### src/rtl/widths_struct_stream.sv
// Buffered two-field stream: stores {a, b, swap} words in a circular FIFO and
// re-emits each word packed as {a, b} or {b, a} according to its stored swap bit.
module widths_struct_stream #(
  parameter int unsigned A_W   = 8,
  parameter int unsigned B_W   = 4,
  parameter int unsigned DEPTH = 4
) (
  input  logic                   clk,
  input  logic                   rst_n,
  input  logic                   in_valid,
  output logic                   in_ready,
  input  logic [A_W+B_W-1:0]     in_flat,
  input  logic                   in_swap,
  input  logic                   flush,
  output logic                   out_valid,
  input  logic                   out_ready,
  output logic [A_W+B_W-1:0]     out_flat,
  output logic [$clog2(DEPTH):0] count
);

  localparam int unsigned W     = A_W + B_W;
  localparam int unsigned PTR_W = $clog2(DEPTH);
  localparam int unsigned CNT_W = PTR_W + 1;

  typedef struct packed {
    logic [A_W-1:0] a;
    logic [B_W-1:0] b;
    logic           swap;
  } entry_t;

  entry_t             mem [DEPTH];
  entry_t             head;
  logic [PTR_W-1:0]   wr_ptr;
  logic [PTR_W-1:0]   rd_ptr;
  logic [CNT_W-1:0]   cnt_q;
  logic               push;
  logic               pop;

  // Flags derive only from registered occupancy; flush masks both transfers.
  assign in_ready  = (cnt_q != CNT_W'(DEPTH));
  assign out_valid = (cnt_q != '0);
  assign count     = cnt_q;
  assign push      = in_valid && in_ready && !flush;
  assign pop       = out_valid && out_ready && !flush;

  always_ff @(posedge clk or negedge rst_n) begin
    if (!rst_n) begin
      wr_ptr <= '0;
      rd_ptr <= '0;
      cnt_q  <= '0;
    end else if (flush) begin
      wr_ptr <= '0;
      rd_ptr <= '0;
      cnt_q  <= '0;
    end else begin
      if (push) wr_ptr <= wr_ptr + PTR_W'(1);
      if (pop)  rd_ptr <= rd_ptr + PTR_W'(1);
      cnt_q <= cnt_q + CNT_W'(push) - CNT_W'(pop);
    end
  end

  // Payload storage carries no reset; occupancy alone defines validity.
  always_ff @(posedge clk) begin
    if (push) begin
      mem[wr_ptr] <= '{a:    in_flat[W-1:B_W],
                       b:    in_flat[B_W-1:0],
                       swap: in_swap};
    end
  end

  assign head = mem[rd_ptr];

  always_comb begin
    out_flat = '0;
    if (out_valid) begin
      out_flat = head.swap ? W'({head.b, head.a}) : W'({head.a, head.b});
    end
  end

endmodule

### config.mk
export PLATFORM = sky130hd
export DESIGN_NAME = widths_struct_stream
export DESIGN_NICKNAME = d
export VERILOG_FILES = /design/src/rtl/widths_struct_stream.sv
export SDC_FILE = /design/constraint.sdc
export NUM_CORES = 1
export LEC_CHECK = 0
export ABC_AREA = 1
export CORE_ASPECT_RATIO = 1.25
export CORE_MARGIN = 2
export CORE_UTILIZATION = 52
export CTS_CLUSTER_DIAMETER = 40
export DETAILED_ROUTE_END_ITERATION = 8
export PLACE_DENSITY = 0.84
export SYNTH_ARGS = -nofsm -noshare
export SYNTH_HDL_FRONTEND = slang
export SYNTH_SLANG_ARGS = --single-unit
export TNS_END_PERCENT = 20
### constraint.sdc
create_clock -name clk -period 2.7 [get_ports clk]
set_clock_uncertainty 0.05 [all_clocks]
set_input_delay 0.54 -clock clk [delete_from_list [all_inputs] [get_ports clk]]
set_output_delay 0.54 -clock clk [all_outputs]
set_load 0.02 [all_outputs]
* After elaboration in Yosys (flattened, before gate mapping)
Memories as Yosys holds them, arrays and structs flattened.
Index checks and enable logic that the tools add are counted.
** Storage, ports and cells
- Register bits after elaboration :: 7
- Bits in latches :: 0
- RAM bits :: 52
- Memory bits (read-only) :: 0
- Input port bits :: 18
- Memories :: 1
** Memories
- mem :: depth 4, width 13, rd ports 1, clocked after memory_dff 0, wr ports 1, line 31 : entry_t mem [DEPTH];
** Cells by class
- Add/subtract/negate cells :: 4
- $mul :: 0
- Divide/modulo/power cells :: 0
- Order comparisons :: 0
- Equal/unequal tests :: 1
- Shifts and indexed selects :: 0
- Multiplexer cells :: 9
- Bitwise gates (word level) :: 0
- Reduce and logical (&&, ||, !) cells :: 8
** Operators by type and width (count)
- 2-to-1 mux 12 bit :: 2
- 2-to-1 mux 2 bit :: 4
- adder 2 x 1 -> 2 bit, second input constant :: 2
- logical AND 1 bit :: 4
- nonzero test 2 bit :: 2
- adder 3 x 1 -> 3 bit :: 1
- 2-to-1 mux 3 bit :: 1
- != test 3 bit, second input constant :: 1
- nonzero test 3 bit :: 1
- subtractor 3 x 1 -> 3 bit :: 1
- 2-to-1 mux 1 bit :: 2
- zero test 1 bit :: 1

* Depth between registers and ports, before layout
- Depth after elaboration :: 6
- Depth in mapped cells :: 12
- Gate-level depth less buffers :: 12

* Worst setup path before layout
No wires, ideal clock.
- Path type :: register to register
- Start :: register cnt_q[1], in the netlist count[1]
- End :: register cnt_q[2], in the netlist count[2]
- Setup time :: 0.118 ns
- Data arrival time :: 2.165 ns
- Data required time :: 2.532 ns
- Path slack :: 0.367 ns
- Stages on the path, launching flop included :: 13
- Path through :: dfrtp_1 > inv_1 > nand3_1 > nand2_1 > nor2_1 > inv_1 > ha_1 > inv_1 > ha_1 > inv_1 > fa_1 > xor2_1 > nor2_1
** On the way
- Longest elaborated chain between the ends :: 6
- Elaborated cells on any way between the ends :: 9
- Those cells by class :: add/sub (2); eq/ne (1); mux (1); reduce/logical (5)
** RTL lines
- from (decl) :: line 35 : logic [CNT_W-1:0] cnt_q;
- from (signal assigned) :: line 58 : cnt_q <= cnt_q + CNT_W'(push) - CNT_W'(pop);
- != test 3 bit :: line 40 : assign in_ready = (cnt_q != CNT_W'(DEPTH));
- net in_ready :: line 11 : output logic in_ready,
- logical AND 1 bit (2 in a row) :: line 43 : assign push = in_valid && in_ready && !flush;
- adder 3 x 1 -> 3 bit :: line 58
- subtractor 3 x 1 -> 3 bit :: line 58
- 2-to-1 mux 3 bit :: line 51 : end else if (flush) begin
The timed path passes the listed nets, and every way through them passes these cells.
A chain may end at the register's enable or synchronous reset.

* Worst setup path in the final report
- Start :: register rd_ptr[0]
- End :: output port out_flat[7]
** On the way
- Longest elaborated chain between the ends :: 3
** RTL lines
- from (decl) :: line 34 : logic [PTR_W-1:0] rd_ptr;
- from (signal assigned) :: line 57 : if (pop) rd_ptr <= rd_ptr + PTR_W'(1);
- memory (4 x 13 bit)
- 2-to-1 mux 12 bit :: line 76 : out_flat = head.swap ? W'({head.b, head.a}) : W'({head.a, head.b});
- 2-to-1 mux 12 bit :: line 75 : if (out_valid) begin
- to (decl) :: line 17 : output logic [A_W+B_W-1:0] out_flat,
Every way passes these cells.

==> out/qor.yml <==
place:
  io_buffers: 34
  place_hpwl_um: 3480
  place_ws_ns: 0.0621
  gp_congestion: 0.775
min_path:
  min_path_type: "in2async"
global_route:
  grt_pass1_vias: 1848
  grt_util_all_layers: 0.199
  grt_antenna_before_repair: 0
  grt_first_pass_wirelength_um: 8200
  grt-ovfl-total: 0
  gr-usage-met2: 0.320
  grt_max_degree: 29
  busiest_layer: "met2"
  grtUsageMet1: 0.243
  use_met3: 0.0429
floorplanning:
  die_x_um: 68.5
  core.rowCount: 29
  boundaryPins: 35
  die_height_um: 84.6
  dieArea_mm2: 0.00580
  start_util: 0.536
  core_area_mm2: 0.00504
sta:
  period_share: 0.916
  tns_ns: 0
  max_freq_mhz: 404
  setup_viol: 0
  setup_ws_ns: 0.227
  layout_min_cycle_time_ns: 2.47
  maxSlewViolCount: 0
  worst_pin_slew_ns: 0.317
  slew_headroom: 0.788
  hold_viol_final: 0
  rsz0062_at_grt: "false"
route:
  dr.first_iter.drc_count: 94
  drc: 0
  vias: 1851
  drtPass1Iterations: 4
  drt-total-wl_um: 4960
  detail-route-antenna-nets: 0
  routedWlPerCell_um: 13.0
  routed_via_density: 4.85
finish:
  drive_gt1_frac: 0.0813
  syn_to_final_growth_pct: 20.9
  nFillCells: 399
  seqCellArea_mm2: 0.00174
  final_cell_mix: "nand2_1, edfxtp_1, nor2_1, nand3_1, inv_1"
  multi_input_area_um2: 782
  diodes: 0
  nets: 341
  final_common_cell: "nand2_1"
  finish.utilization: 0.648
pwr:
  leakagePower_uw: 0.00142
  p_clk_frac: 0.211
  switching_share: 0.373
  power_switching_uw: 1090
  p_int_uw: 1820
  pwr-share-seq: 0.384
  combPwrFrac: 0.405
  cellPowerDensity_mw_per_mm2: 890
  vdd_drop_max_uv: 446
critical_path:
  startpoint_type: "flop"
  critical_path_class: "reg2out"
  cpMaxStageDelayCell: "dfrtp_2"
  worst_path_most_repeated_cell: "nand2_1"
  required_ns: 2.11
  endpoint_kind: "primary output"
  cp.arrival_ns: 1.88
  reg2reg_setup_slack_ns: 0.46
  crit_family: "simple AND/OR/NAND/NOR gates"
  critical_path_buf_inv_count: 2
  cp_cell_sequence: "inv_8 > nand2_1 > nand3_1 > nand2_4 > nand2_1 > nand2_1 > nor2_1 > dlygate4sd2_1"
  max_stage_delay_ns: 0.48
  cp_max_fo: 28
logic_synthesis:
  syn_inst: 270
  ys_ff_latch: 59
  yosysWarnings: 0
  syn-mean-instance-area_um2: 10.0
  synth_cell_types: 17
  ys_seq_area_frac: 0.642
  synth_area_mm2: 0.00271
  syn_nets: 295
clock_tree:
  cts_tree: "built"
  clock_latency_ns: 0.32
  clk_pin_slew_ns: 0.06
  cts_buffer_depth: 2
  cts_max_level: 3
  cts.sinks: 59
  cts-buffers-inserted: 9
  cts_setup_buffers: 0
  root_buffer: "clkbuf_8"
flow_run:
  drv_cap: 0
outcome:
  status: "finished clean"
-- layer usage --
layer	wire [um]	vias up
met5	0	-
met2	2520	42
li1	-	958
met1	2150	842
met3	189	9
met4	103	0
-- final timing paths --
check,startpoint,to,cells past startpoint
setup reg to reg,count[1]$_DFF_PN0_,count[2]$_DFF_PN0_,12
max in group asynchronous,rst_n,rd_ptr[0]$_DFFE_PN0P_,1
hold / removal,rst_n,count[2]$_DFF_PN0_,1
setup / recovery,rd_ptr[0]$_DFFE_PN0P_,out_flat[7],8
min in group clk,wr_ptr[0]$_DFFE_PN0P_,wr_ptr[0]$_DFFE_PN0P_,3
hold reg to reg,wr_ptr[0]$_DFFE_PN0P_,wr_ptr[0]$_DFFE_PN0P_,3
-- through the flow --
step / hold WS [ns] / instance area (um^2) / total power [uW] / cells
floorplan: 0.194 / 2710 / 1970 / 270
global placement: 0.578 / 3130 / 2360 / 367
detailed placement: 0.601 / 3130 / 2400 / 367
CTS: 0.418 / 3270 / 2940 / 382
global route: 0.435 / 3270 / 3140 / 382
finish: 0.426 / 3270 / 2910 / 382
-- cells by family (layout without fill, tap and decap cells) --
kind of cell | Yosys count | in the layout | share of synthesized area
and+or+nand+nor | 159 | 159 | 0.235
DFF | 59 | 59 | 0.642
buffers and inverters | 38 | 88 | 0.0708
adders and majority gates | 7 | 7 | 0.0352
AOI/OAI and AO/OA | 4 | 4 | 0.00740
xor gates and xnor gates | 3 | 3 | 0.00972
-- registers in the layout, indices dropped and copies added, names as in the netlist --
register	cells
wr_ptr	2
mem	52
count	3
rd_ptr	2
-- power by group through the flow --
stage / sequential [uW] / clock, uW / combinational, uW
after detailed placement: 1130 / 0 / 1260
final: 1120 / 614 / 1180
after CTS: 1120 / 632 / 1190
after floorplan: 1130 / 0 / 841
after global placement: 1130 / 0 / 1230
after global routing: 1120 / 682 / 1340
-- synthesized netlist by cell type, drive strengths merged --
cell type,instances,area [um^2]
xnor2,1,8.76
edfxtp,52,1560
inv,28,113
o21ai,4,20.0
nand3,29,145
ha,6,75.1
nor2,34,128
nand2,96,363
dfrtp,7,175
buf,10,78.8
fa,1,20.0
xor2,2,17.5
-- repair_timing --
item / CTS / global route
gates resized for setup: 14 / 0
endpoints found under the setup margin: 12 / 0
hold buffers: 0 / 0
-- layout make-up --
type,instances,area share
Clock buffer,12,0.0413
Clock inverter,3,0.00498
Timing Repair Buffer,45,0.125
Tap cell,62,0.0237
Sequential cell,59,0.532
Multi-Input combinational cell,173,0.239
Inverter,28,0.0344
No activity file was read; power rests on OpenSTA's default activity.
